$ cat src/rtl/key_player_pkg.sv
// Shared definitions for the key player/recorder: state encoding and default key geometry.
package key_player_pkg;

   localparam logic [1:0] ST_IDLE = 2'd0;
   localparam logic [1:0] ST_HOLD = 2'd1;
   localparam logic [1:0] ST_GAP  = 2'd2;

   localparam int unsigned DEF_NUM_KEYS = 12;
   localparam int unsigned DEF_KEY_W    = 4;

   typedef enum logic [1:0] {
      StIdle = ST_IDLE,
      StHold = ST_HOLD,
      StGap  = ST_GAP
   } state_e;

endpackage

$ cat src/rtl/key_onehot_decoder.sv
// Key index to one-hot decoder; rest or an index past the last key yields all zeros.
module key_onehot_decoder #(
   parameter int unsigned NUM_KEYS = 12,
   parameter int unsigned KEY_W    = 4
) (
   input  logic [KEY_W-1:0]    idx,
   input  logic                rest,
   output logic [NUM_KEYS-1:0] onehot
);

   // Comparing against every legal key doubles as the range check.
   always_comb begin
      onehot = '0;
      for (int unsigned i = 0; i < NUM_KEYS; i++) begin
         onehot[i] = !rest && (32'(idx) == i);
      end
   end

endmodule

$ cat src/rtl/key_event_player.sv
// Replays timed key events as active/press/release vectors matching the debounced live keys.
// Optional NOTE_COUNT_EN adds a saturating count of press cycles on note_count.
module key_event_player
   import key_player_pkg::*;
#(
   parameter int unsigned NUM_KEYS   = DEF_NUM_KEYS,
   parameter int unsigned KEY_W      = DEF_KEY_W,
   parameter int unsigned DUR_W      = 8,
   parameter int unsigned GAP_CYCLES = 2
) (
   input  logic                slow_clk,
   input  logic                rst_n,
   input  logic                ev_valid,
   output logic                ev_ready,
   input  logic [KEY_W-1:0]    ev_key,
   input  logic                ev_rest,
   input  logic [DUR_W-1:0]    ev_dur,
   input  logic                abort,
   output logic [NUM_KEYS-1:0] key_active,
   output logic [NUM_KEYS-1:0] key_posedge,
   output logic [NUM_KEYS-1:0] key_negedge,
   output logic                busy
`ifdef NOTE_COUNT_EN
   ,
   output logic [15:0]         note_count
`endif
);

   localparam int unsigned GAP_W = $clog2(GAP_CYCLES + 1);

   state_e                state;
   logic [KEY_W-1:0]      key_q;
   logic                  rest_q;
   logic [DUR_W-1:0]      dur_cnt;
   logic [GAP_W-1:0]      gap_cnt;
   logic [KEY_W-1:0]      dec_idx;
   logic                  dec_rest;
   logic [NUM_KEYS-1:0]   dec_onehot;
   logic                  accept;

   assign ev_ready = (state == StIdle) & ~abort;
   assign accept   = ev_valid & ev_ready;

   // In IDLE decode the offered event (press); afterwards the latched one (release).
   assign dec_idx  = (state == StIdle) ? ev_key  : key_q;
   assign dec_rest = (state == StIdle) ? ev_rest : rest_q;

   key_onehot_decoder #(
      .NUM_KEYS (NUM_KEYS),
      .KEY_W    (KEY_W)
   ) u_dec (
      .idx    (dec_idx),
      .rest   (dec_rest),
      .onehot (dec_onehot)
   );

   always_ff @(posedge slow_clk or negedge rst_n) begin
      if (!rst_n) begin
         state       <= StIdle;
         key_q       <= '0;
         rest_q      <= 1'b0;
         dur_cnt     <= '0;
         gap_cnt     <= '0;
         key_active  <= '0;
         key_posedge <= '0;
         key_negedge <= '0;
         busy        <= 1'b0;
      end else begin
         key_posedge <= '0;
         key_negedge <= '0;
         unique case (state)
            StIdle: begin
               if (accept) begin
                  key_q       <= ev_key;
                  rest_q      <= ev_rest;
                  dur_cnt     <= (ev_dur == '0) ? DUR_W'(1) : ev_dur;
                  key_active  <= dec_onehot;
                  key_posedge <= dec_onehot;
                  busy        <= 1'b1;
                  state       <= StHold;
               end
            end
            StHold: begin
               if (abort || dur_cnt <= DUR_W'(1)) begin
                  key_active  <= '0;
                  key_negedge <= dec_onehot;
                  dur_cnt     <= '0;
                  gap_cnt     <= GAP_W'(GAP_CYCLES);
                  state       <= StGap;
               end else begin
                  dur_cnt <= dur_cnt - DUR_W'(1);
               end
            end
            StGap: begin
               if (gap_cnt <= GAP_W'(1)) begin
                  gap_cnt <= '0;
                  busy    <= 1'b0;
                  state   <= StIdle;
               end else begin
                  gap_cnt <= gap_cnt - GAP_W'(1);
               end
            end
            default: begin
               key_active <= '0;
               busy       <= 1'b0;
               state      <= StIdle;
            end
         endcase
      end
   end

`ifdef NOTE_COUNT_EN
   always_ff @(posedge slow_clk or negedge rst_n) begin
      if (!rst_n) begin
         note_count <= '0;
      end else if (|key_posedge && note_count != 16'hFFFF) begin
         note_count <= note_count + 16'd1;
      end
   end
`endif

endmodule

$ cat config.mk
export PLATFORM = sky130hd
export DESIGN_NAME = key_event_player
export DESIGN_NICKNAME = d
export VERILOG_FILES = /design/src/rtl/key_player_pkg.sv /design/src/rtl/key_onehot_decoder.sv /design/src/rtl/key_event_player.sv
export SDC_FILE = /design/constraint.sdc
export NUM_CORES = 1
export LEC_CHECK = 0
export BUFFER_PORTS_ARGS = -buffer_cell sky130_fd_sc_hd__clkbuf_2
export CAP_MARGIN = 10
export CORE_UTILIZATION = 35
export DETAILED_ROUTE_END_ITERATION = 10
export PLACE_DENSITY = 0.67
export SYNTH_ARGS = -nofsm -noshare
export SYNTH_HDL_FRONTEND = slang
export SYNTH_SLANG_ARGS = --single-unit
$ cat constraint.sdc
create_clock -name slow_clk -period 2.6 [get_ports slow_clk]
set_input_delay 0.39 -clock slow_clk [delete_from_list [all_inputs] [get_ports slow_clk]]
set_output_delay 0.39 -clock slow_clk [all_outputs]
set_load 0.01 [all_outputs]
Yosys cells after proc, flatten, opt, wreduce, memory -nomap -nowiden
Index checks and enable logic that the tools add are counted.
{ "op_classes": {"n_addsub": 2, "n_lt_le_gt_ge": 2, "n_eq_ne": 16, "muxes": 22, "bitwise_logic": 5, "n_reduce_logical": 25} }
{ "ops": {"columns": ["operator", "count"], "rows": [
  ["$mux 12", 6],
  ["$pmux 12 s3", 1],
  ["$mux 8", 3],
  ["$eq 4x3->1 const B", 4],
  ["$eq 4x4->1 const B", 4],
  ["$pmux 8 s2", 1],
  ["$logic_and 1x1->1", 12],
  ["$reduce_and 3->1", 3],
  ["$eq 4x2->1 const B", 2],
  ["$le 8x1->1 const B", 1],
  ["$logic_not 8->1", 1],
  ["$mux 2", 4],
  ["$sub 8x1->8 const B", 1],
  ["$ne 2x2->1 const B", 3],
  ["$pmux 2 s3", 1],
  ["$reduce_and 2->1", 3],
  ["$eq 4x1->1 const B", 1],
  ["$logic_not 4->1", 1],
  ["$mux 4", 1],
  ["$pmux 2 s2", 1],
  ["$reduce_bool 2->1", 2],
  ["$mux 1", 3],
  ["$not 1->1", 3],
  ["$pmux 1 s3", 1],
  ["8 further kinds", 9]
]} }
{ "word_totals": {"register_bits": 54, "inputBits": 17, "output_inout_bits": 38, "word_cells": 81} }

Logic depth before layout (Yosys ltp)
Gate-level depths: netlist of run 1.
{ "depth": {"depth_word": 6, "ltp_mapped": 7, "ltp_nobuf": 6} }

Hierarchy
From an unflattened synthesis of run 1, not the netlist that was laid out.
{ "hier_totals": {"hier_cells": 207, "area_unflattened_um2": 2344.7} }
{ "modules_own_cells": {"columns": ["module", "instances", "cells_per_inst", "area_each_um2", "seq_area_each_um2"], "rows": [
  ["key_event_player", 1, 190, 2214.6, 1351.3],
  ["key_onehot_decoder", 1, 17, 130.1, 0.0]
]} }

Worst setup path before layout of run 1
OpenSTA, ideal clock, no wires.
{ "synth_timing": {"path_kind": "reg2reg", "startpoint": "reg dur_cnt[0]", "endpoint": "reg key_active[2]", "setup_time_ns": 0.125, "t_arrival_ns": 1.899, "required_ns": 2.475, "slack_ns": 0.576, "path_stages_with_launch": 8, "n_path_buf": 1, "period_less_slack_ns": 2.024, "cell_sequence": "dfrtp_1 > inv_1 > ha_1 > or2_2 > a31o_2 > o22ai_4 > buf_6 > mux2_4"} }
{ "synth_via": {"elab_chain_cells": 4} }
{ "synth_rtl": {"columns": ["item", "line", "text"], "rows": [
  ["start, declared", "key_event_player.sv:34", "logic [DUR_W-1:0] dur_cnt;"],
  ["start signal, assigned", "key_event_player.sv:76", "dur_cnt <= (ev_dur == '0) ? DUR_W'(1) : ev_dur;"],
  ["start signal, assigned", "key_event_player.sv:91", "dur_cnt <= dur_cnt - DUR_W'(1);"],
  ["$le 8x1->1", "key_event_player.sv:84", "if (abort || dur_cnt <= DUR_W'(1)) begin"],
  ["$logic_or 1x1->1", "key_event_player.sv:84", null],
  ["$ne 2x2->1 (no line)", null, null],
  ["$reduce_and 3->1 (no line)", null, null],
  ["end signal, assigned", "key_event_player.sv:77", "key_active <= dec_onehot;"],
  ["end, declared", "key_event_player.sv:19", "output logic [NUM_KEYS-1:0] key_active,"]
]} }
Every way passes these cells.
A chain may end at the register's enable or synchronous reset.

Worst setup path after layout of run 1
{ "layout_timing": {"startpoint": "reg dur_cnt[0]", "endpoint": "reg key_active[1]"} }
The elaborated chain is that of the path after synthesis.

==> flow_summary.toml, run 1 <==
[placement]
place.gp.congestion = 0.851
port_buffers = 54
dpl_cell_area_um2 = 2780
hpwl_um = 3870

[flow_run]
cap_violations = 0

[logic_synthesis]
synthTopCellsByArea = "dfrtp_1, nor2_1, nand2_1, a21o_1, o21ai_0"
async_flop_share = 1.00
yosysUniqueCellTypes = 46
synth_xor_area_frac = 0.00365
yosysSeqAreaShare = 0.563
yosysWarnings = 0
synth-edff-count = 0
ys_seq_elements = 54
synth_fp_nets = 243
yosysTopAreaCell = "dfrtp_1"
yosys.area_share.simple = 0.214
syn_inst = 224
synth_compound_area_frac = 0.149
netlist.area_leader.share = 0.563
synthMuxAreaShare = 0.0282
syn_area_um2 = 2400
synth_top_family_by_area = "simple AND/OR/NAND/NOR gates"
postSynthAreaPerCell_um2 = 10.7
synthAdderAreaFrac = 0.0104
ys.flop_type = "dfrtp_1"

[status]
status = "finished, violations left"
violations = "design-rule violations"

[global_route]
grt_first_pass_wirelength_um = 8590
grt_start_max_net_pins = 24
antenna_found_initial = 0
grt_util_all_layers = 0.153
grt_pass1_vias = 1743
grt_overflow = 0

[cells_and_area]
utilization = 0.444
area_growth_pct = 20.3
fin_area_um2 = 2890
fill_cells = 616
nNetsFinal = 306
final_layout_size_suffix_gt1_frac = 0.292
diodes = 0

[setup_path]
arrival_ps = 2480
crit_fanout = 12
crit_chain = "inv_1, ha_1, or2_2, a31o_2, o22ai_4, mux2_1"
critPathLaunchType = "flop"
cp-end-kind = "flop"
worst-path-buf-inv = 1
cp_slowest_stage_delay_ps = 440
path_class = "reg2reg"
path_delay_family = "compound AO/OA/AOI/OAI gates"
crit_slowest_cell = "dfrtp_1"
required_ps = 2810

[floorplan]
initial_core_util = 0.369
die_height_um = 84.8
die_area_um2 = 7190
rows = 29
die_x_um = 84.8
ios = 55
core_um2 = 6490

[routing]
first_iter_violations = 88
vias = 1868
routedWlPerCell_um = 14.1
ant_nets = 0
wl_um = 5160
dr.pass1.iters = 9
drcViolationCount = 7
via_per_inst = 5.12

[sta]
worst_slew_pin_slew_ps = 534
rsz0062_at_grt = "no"
finalCriticalPeriod_ps = 2270
setup_viol = 0
slew_viol_final = 0
period_share = 0.874
slew_headroom = 0.641
hold_viol = 0
tns_ps = 0
timing.fmax_mhz = 440
clock_skew_ps = 7.15

[power_and_ir_drop]
p_per_area_nw_per_um2 = 864
power_leakage_uw = 0.00147
ir_drop_uv = 410

[clock_tree]
clk_latency_ps = 310
cts_setup_buffers = 0
cts_buffers = 5
cts_tree = "built"
h-tree-depth = 2
cts_resized = 0
clk_pin_slew_ps = 100
postCtsHoldBufs = 1
clockBufferDepth = 2
root_buffer = "clkbuf_8"
cts_sinks = 54

[worst_hold_path]
hp-class = "in2reg"
-- flip-flops by register name, indices dropped and copies added, names as in the netlist --
name         cells
key_negedge     12
state            2
dur_cnt          8
key_posedge     12
key_active      12
rest_q           1
gap_cnt          2
busy             1
key_q            4
-- worst paths after layout --
kind                                                start                   endpoint  slack, ps  cells after the start
worst max-delay path               dur_cnt[0]$_DFFE_PN0P_  key_active[1]$_DFFE_PN0P_        330                      6
worst min-delay path                              ev_rest         rest_q$_DFFE_PN0P_        310                      3
worst max register to register     dur_cnt[0]$_DFFE_PN0P_  key_active[1]$_DFFE_PN0P_        330                      6
worst min register to register  key_active[8]$_DFFE_PN0P_  key_active[8]$_DFFE_PN0P_        490                      1
max in group asynchronous                           rst_n   key_negedge[1]$_DFF_PN0_       1490                      3
min in group asynchronous                           rst_n     dur_cnt[7]$_DFFE_PN0P_        510                      2
-- worst register-to-register path, delay by kind of cell (launching register included) --
kind | cells | cell delay [ps]
mux | 1 | 370
simple gates | 1 | 340
compound gates | 2 | 690
fa+ha+maj | 1 | 270
flops | 1 | 440
buf+inv | 1 | 60
-- cells in the final DEF, fill, tap and decap left out, types with 3 or more instances in the layout --
cell type,count
dfrtp_1,54
clkbuf_2,54
nor2_1,35
nand2_1,27
o21ai_0,10
buf_4,9
a21o_1,7
inv_1,6
nor4_1,6
a21oi_1,6
clkbuf_8,5
nor4b_1,4
nand3_1,4
o211ai_1,4
nor3_1,4
a31oi_1,3
nand2b_1,3
nor2b_1,3
and2_1,3
o21ai_1,3
mux2_4,3
-- Yosys cell counts, types with 2 or more instances --
library cell / count
a31o_2: 2
a21oi_1: 6
a31oi_1: 3
ha_1: 2
mux2_1: 2
o21ai_1: 3
nor4_1: 6
and2_1: 3
nor3_1: 4
nand2b_1: 3
nor2b_1: 3
o21ai_0: 10
buf_2: 5
inv_1: 6
nor2_1: 35
a21o_1: 7
o31ai_1: 2
dfrtp_1: 54
nor4b_1: 4
nand2_1: 27
mux2_4: 3
a211oi_1: 2
o211ai_1: 4
buf_6: 2
nand3_1: 4
a31oi_2: 2
-- per-layer routing --
layer  up-vias  share of wire  routed length (µm)  global-route usage
li1        917              -                   -                   -
met1       898           0.48                2450               0.213
met2        47           0.47                2420               0.242
met3         6          0.041                 212              0.0295
met4         0          0.015                  75              0.0508
met5         -              0                   0                   0
-- logic make-up (layout without fill, tap and decap cells) --
| group | after synthesis | in the layout |
|---|---|---|
| buf+inv | 14 | 78 |
| mux | 5 | 5 |
| xor+xnor | 1 | 1 |
| flops | 54 | 54 |
| fa+ha+maj | 2 | 2 |
| compound gates | 50 | 50 |
| simple gates | 98 | 98 |
-- final cells by class --
type	instances	area, µm²	share of cell area
multi-input combinational	156	973	0.337
timing repair buffer	64	348	0.121
sequential	54	1350	0.468
clock buffer	5	68.8	0.0238
inverter	6	22.5	0.00780
tap	77	96.3	0.0334
clock inverter	3	26.3	0.00910
-- metrics by stage --
step	power [µW]	cells	setup slack (ps)	hold WS, ps
6_report	2500	365	329	315
5_1_grt	2660	365	212	317
4_1_cts	2500	365	324	310
3_5_place_dp	2010	356	345	316
3_3_place_gp	2000	356	393	315
2_1_floorplan	1760	224	576	94.4
-- report_power, final --
| group | total, µW | switching (µW) | internal, µW |
|---|---|---|---|
| logic | 851 | 508 | 343 |
| registers | 1160 | 171 | 986 |
| clock network | 487 | 289 | 199 |
| total | 2500 | 968 | 1530 |
Note: power is estimated with default switching activity, not from simulation.
==> run 2: changes to the inputs <==
--- a/config.mk
+++ b/config.mk
@@ -9,7 +9,9 @@
 export CAP_MARGIN = 10
 export CORE_UTILIZATION = 35
 export DETAILED_ROUTE_END_ITERATION = 10
+export GPL_TIMING_DRIVEN = 0
 export PLACE_DENSITY = 0.67
 export SYNTH_ARGS = -nofsm -noshare
 export SYNTH_HDL_FRONTEND = slang
+export SYNTH_HIERARCHICAL = 1
 export SYNTH_SLANG_ARGS = --single-unit
==> flow_summary.toml, run 2 <==
[floorplan]
ios = 55
die_area_um2 = 7030
die_height_um = 83.9
core_um2 = 6420
rows = 29
die_x_um = 83.9
initial_core_util = 0.365

[routing]
first_iter_violations = 86
drcViolationCount = 3
dr.pass1.iters = 7
routedWlPerCell_um = 13.8
ant_nets = 0
wl_um = 4790
vias = 1738
via_per_inst = 5.01

[placement]
port_buffers = 54
numPlacedInstances = 339
hpwl_um = 3540
place.gp.congestion = 0.865

[logic_synthesis]
ys.flop_type = "dfrtp_1"
netlist.area_leader.share = 0.576
yosysTopAreaCell = "dfrtp_1"
synth_fp_nets = 226
syn_area_um2 = 2340
synthTopCellsByArea = "dfrtp_1, and2_1, a21o_1, nand2_1, mux2_2"
yosysMostFrequentCell = "dfrtp_1"
async_flop_share = 1.00
yosysUniqueCellTypes = 47
synth-edff-count = 0
yosysWarnings = 6
yosys-top-cells-count = "dfrtp_1, and2_1, nand2_1"
postSynthAreaPerCell_um2 = 11.3
ys_seq_elements = 54
syn_inst = 207
yosysSeqAreaShare = 0.576

[cells_and_area]
fill_cells = 620
final_cells = 347
nNetsFinal = 288
diodes = 0
final_cell_mix = "dfrtp_1, clkbuf_2, and2_1, nand2_1, a21o_1"
utilization = 0.443
area_growth_pct = 21.5
final_layout_size_suffix_gt1_frac = 0.300
top_regs = "key_active (12), key_negedge (12), key_posedge (12)"

[power_and_ir_drop]
ir_drop_uv = 357
p_per_area_nw_per_um2 = 942
power_leakage_uw = 0.00156

[setup_path]
required_ps = 2860
path_class = "reg2reg"
critPathLaunchType = "flop"
reg2reg_from = "state[1]$_DFFE_PN0P_"
r2r-end = "key_active[4]$_DFFE_PN0P_"
setup.worst_path.end = "key_active[4]$_DFFE_PN0P_"
reg2reg_slack_ps = 360
worstRegToRegCells = 7
arrival_ps = 2510
crit_fanout = 10
cp-end-kind = "flop"
crit_path_start = "state[1]$_DFFE_PN0P_"

[sta]
slew_viol_final = 0
finalCriticalPeriod_ps = 2240
rsz0062_at_grt = "no"
hold_viol = 0
period_share = 0.863
timing.fmax_mhz = 446
setup_viol = 0
worst_slew_pin_slew_ps = 637
tns_ps = 0
clock_skew_ps = 5.68
slew_headroom = 0.576
holdWs_ps = 70.1

[global_route]
grt_overflow = 0
grt_util_all_layers = 0.151
grt_start_max_net_pins = 31
grt_pass1_vias = 1714
grt_first_pass_wirelength_um = 8270
antenna_found_initial = 0

[clock_tree]
cts_sinks = 54
postCtsHoldBufs = 0
cts_tree = "built"
clk_pin_slew_ps = 100
cts_resized = 0
cts_buffers = 5
cts_setup_buffers = 0
clk_latency_ps = 320
h-tree-depth = 2
root_buffer = "clkbuf_8"
clockBufferDepth = 2

[status]
status = "finished, violations left"
violations = "design-rule violations"

[worst_hold_path]
hp-class = "in2async"

[flow_run]
cap_violations = 0
## run 2: through the flow
step                worst slack, ps  total power (µW)  instance area (µm²)
global route                   96.5              2880                 2850
finish                          357              2680                 2850
detailed placement              340              2120                 2730
CTS                             325              2700                 2850
global placement                379              2100                 2710
floorplan                       629              1850                 2340
## run 2: worst min path at each step
stage,end,slack (ps),cells after the start
after floorplan,busy$_DFFE_PN0P_,90,0
after global placement,key_q[0]$_DFFE_PN0P_,450,2
after detailed placement,key_posedge[4]$_DFF_PN0_,440,1
after CTS,key_posedge[4]$_DFF_PN0_,90,1
after global routing,key_posedge[4]$_DFF_PN0_,110,1
final,key_posedge[4]$_DFF_PN0_,70,1
## run 2: power by group
| group | total (µW) | internal [µW] | switching (µW) |
|---|---|---|---|
| sequential | 1140 | 1010 | 132 |
| combinational | 966 | 412 | 553 |
| clock | 579 | 292 | 287 |
| total | 2680 | 1710 | 972 |
## run 2: logic make-up (layout without fill, tap and decap cells)
group	after synthesis	count (layout)	synth area share
simple gates	89	89	0.225
xor+xnor	1	1	0.00374
fa+ha+maj	2	2	0.0107
buf+inv	12	75	0.0283
flops	54	54	0.576
mux	7	7	0.0325
compound gates	42	42	0.124
## run 2: final cells by class
class                   count  area (µm²)  share of cell area
flip-flops and latches     54        1350               0.475
multi-input cells         141         927               0.326
repair buffers             55         290               0.102
well taps                  77        96.3              0.0338
clock buffers               5        68.8              0.0242
plain buffers               8        51.3              0.0180
clock inverters             3        47.5              0.0167
inverters                   4        15.0             0.00527
## run 2: worst max-delay path, stage by stage (launching register included)
cell and delay, ps:
dfrtp_1 390, buf_2 180, nor2_1 350, mux2_2 460, or3b_1 410, nor3_2 130
and2_1 170, a21o_1 90
## run 2: per-layer routing
metal	GRT usage	share of wire	up-vias
met2	0.249	0.48	36
met4	0.0705	0.022	0
met3	0.0307	0.042	7
li1	-	-	844
met5	0	0	-
met1	0.192	0.46	851
==> run 3: changes to the inputs <==
--- a/config.mk
+++ b/config.mk
@@ -5,6 +5,7 @@
 export SDC_FILE = /design/constraint.sdc
 export NUM_CORES = 1
 export LEC_CHECK = 0
+export ABC_AREA = 1
 export BUFFER_PORTS_ARGS = -buffer_cell sky130_fd_sc_hd__clkbuf_2
 export CAP_MARGIN = 10
 export CORE_UTILIZATION = 35
==> flow_summary.toml, run 3 <==
[status]
status = "finished, violations left"
violations = "design-rule violations"

[clock_tree]
root_buffer = "clkbuf_8"
cts_setup_buffers = 0
cts_tree = "built"
cts_sinks = 54
postCtsHoldBufs = 0
clk_pin_slew_ps = 90
clockBufferDepth = 2
cts_resized = 0
h-tree-depth = 2
clk_latency_ps = 310
cts_buffers = 5

[placement]
hpwl_um = 3680
port_buffers = 54
place.gp.congestion = 0.821
numPlacedInstances = 423
dpl_cell_area_um2 = 2790

[cells_and_area]
diodes = 0
nNetsFinal = 372
fin_area_um2 = 2890
multi_input_area_um2 = 832
regArea_um2 = 1350
top_regs = "key_active (12), key_negedge (12), key_posedge (12)"
final_cells = 431
final_layout_size_suffix_gt1_frac = 0.243
fill_cells = 649
final_common_cell = "nand2_1"
area_growth_pct = 20.2
final_cell_mix = "nand2_1, nor2_1, dfrtp_1, clkbuf_2, inv_1"

[routing]
first_iter_violations = 79
drcViolationCount = 4
wl_um = 4820
routedWlPerCell_um = 11.2
vias = 1905
ant_nets = 0
via_per_inst = 4.42
dr.pass1.iters = 8

[global_route]
grt_start_max_net_pins = 35
antenna_found_initial = 0
grt_first_pass_wirelength_um = 8140
grt_overflow = 0
grt_pass1_vias = 1841
grt_util_all_layers = 0.146

[logic_synthesis]
yosysMostFrequentCell = "nand2_1"
yosys-top-cells-count = "nand2_1, nor2_1, dfrtp_1"
yosysSeqAreaShare = 0.562
synthAdderAreaFrac = 0.0104
ys.flop_type = "dfrtp_1"
synth-edff-count = 0
synth_xor_area_frac = 0.0146
yosys.area_share.simple = 0.267
synth_compound_area_frac = 0.0541
async_flop_share = 1.00
postSynthAreaPerCell_um2 = 8.26
syn_area_um2 = 2400
yosysUniqueCellTypes = 21
ys_seq_elements = 54
yosysWarnings = 6
netlist.area_leader.share = 0.562
yosysTopAreaCell = "dfrtp_1"
synth_top_family_by_area = "simple AND/OR/NAND/NOR gates"
synth_fp_nets = 310
syn_inst = 291
synthTopCellsByArea = "dfrtp_1, nand2_1, nor2_1, inv_1, o21ai_0"
synthMuxAreaShare = 0

[setup_path]
cp-end-kind = "output port"
crit_fanout = 10
critPathLaunchType = "flop"
arrival_ps = 1500
path_class = "reg2out"
required_ps = 2210

[power_and_ir_drop]
p_per_area_nw_per_um2 = 936
power_leakage_uw = 0.00156
ir_drop_uv = 323

[floorplan]
die_height_um = 84.9
initial_core_util = 0.370
die_x_um = 84.9
ios = 55
rows = 29
core_um2 = 6490
die_area_um2 = 7200

[sta]
period_share = 0.727
clock_skew_ps = 9.18
setup_viol = 0
worst_slew_pin_slew_ps = 558
tns_ps = 0
rsz0062_at_grt = "no"
hold_viol = 0
timing.fmax_mhz = 529
finalCriticalPeriod_ps = 1890
slew_headroom = 0.628
holdWs_ps = 51.1
slew_viol_final = 0

[worst_hold_path]
hp-class = "in2async"

[flow_run]
cap_violations = 0
==> run 3: per-stage QoR <==
stage | util | total power [µW] | worst slack, ps
3_5_place_dp | 0.430 | 2230 | 744
2_1_floorplan | - | 1940 | 1050
4_1_cts | 0.445 | 2730 | 701
5_1_grt | 0.445 | 2930 | 420
3_3_place_gp | 0.427 | 2200 | 759
6_report | 0.445 | 2710 | 710
==> run 3: critical path: stages (launching register included) <==
cell and delay [ps]:
dfrtp_1 410, nor2_2 170, inv_1 70, clkbuf_1 200, nor2_1 180, clkbuf_2 160
==> run 3: routing by layer <==
metal	share of wire	global-route usage	vias up
met5	0	0	-
met4	0.020	0.0570	0
met3	0.041	0.0389	9
met2	0.47	0.242	39
met1	0.47	0.182	873
li1	-	-	984
==> run 3: path summary, 6_finish.rpt <==
path | depth (start not counted) | to | start | slack (ps)
worst min register to register | 2 | key_active[4]$_DFFE_PN0P_ | key_active[4]$_DFFE_PN0P_ | 480
max in group asynchronous | 2 | gap_cnt[0]$_DFFE_PN0P_ | rst_n | 1980
worst min-delay path | 1 | dur_cnt[3]$_DFFE_PN0P_ | rst_n | 50
worst max-delay path | 5 | ev_ready | state[0]$_DFFE_PN0P_ | 710
worst max register to register | 10 | key_active[3]$_DFFE_PN0P_ | state[0]$_DFFE_PN0P_ | 720
min in group slow_clk | 3 | key_q[2]$_DFFE_PN0P_ | ev_key[2] | 320
==> run 3: cell families after synthesis <==
group / count (synthesis)
buffers and inverters: 53
AO/OA/AOI/OAI: 26
adder cells (fa/ha/maj): 2
XOR/XNOR: 4
flip-flops: 54
AND/OR/NAND/NOR: 152
==> run 3: area by class of cell <==
cell class / instances / share of cell area
buffer: 7 / 0.0165
multi-input combinational: 184 / 0.288
tap: 77 / 0.0333
inverter: 46 / 0.0597
clock inverter: 2 / 0.00606
sequential: 54 / 0.468
clock buffer: 6 / 0.0286
timing repair buffer: 55 / 0.100
==> run 3: report_power, final <==
group / leakage, µW / internal (µW) / switching [µW]
registers: 0.000722 / 1020 / 138
logic: 0.000788 / 370 / 684
clock network: 0.0000514 / 220 / 277
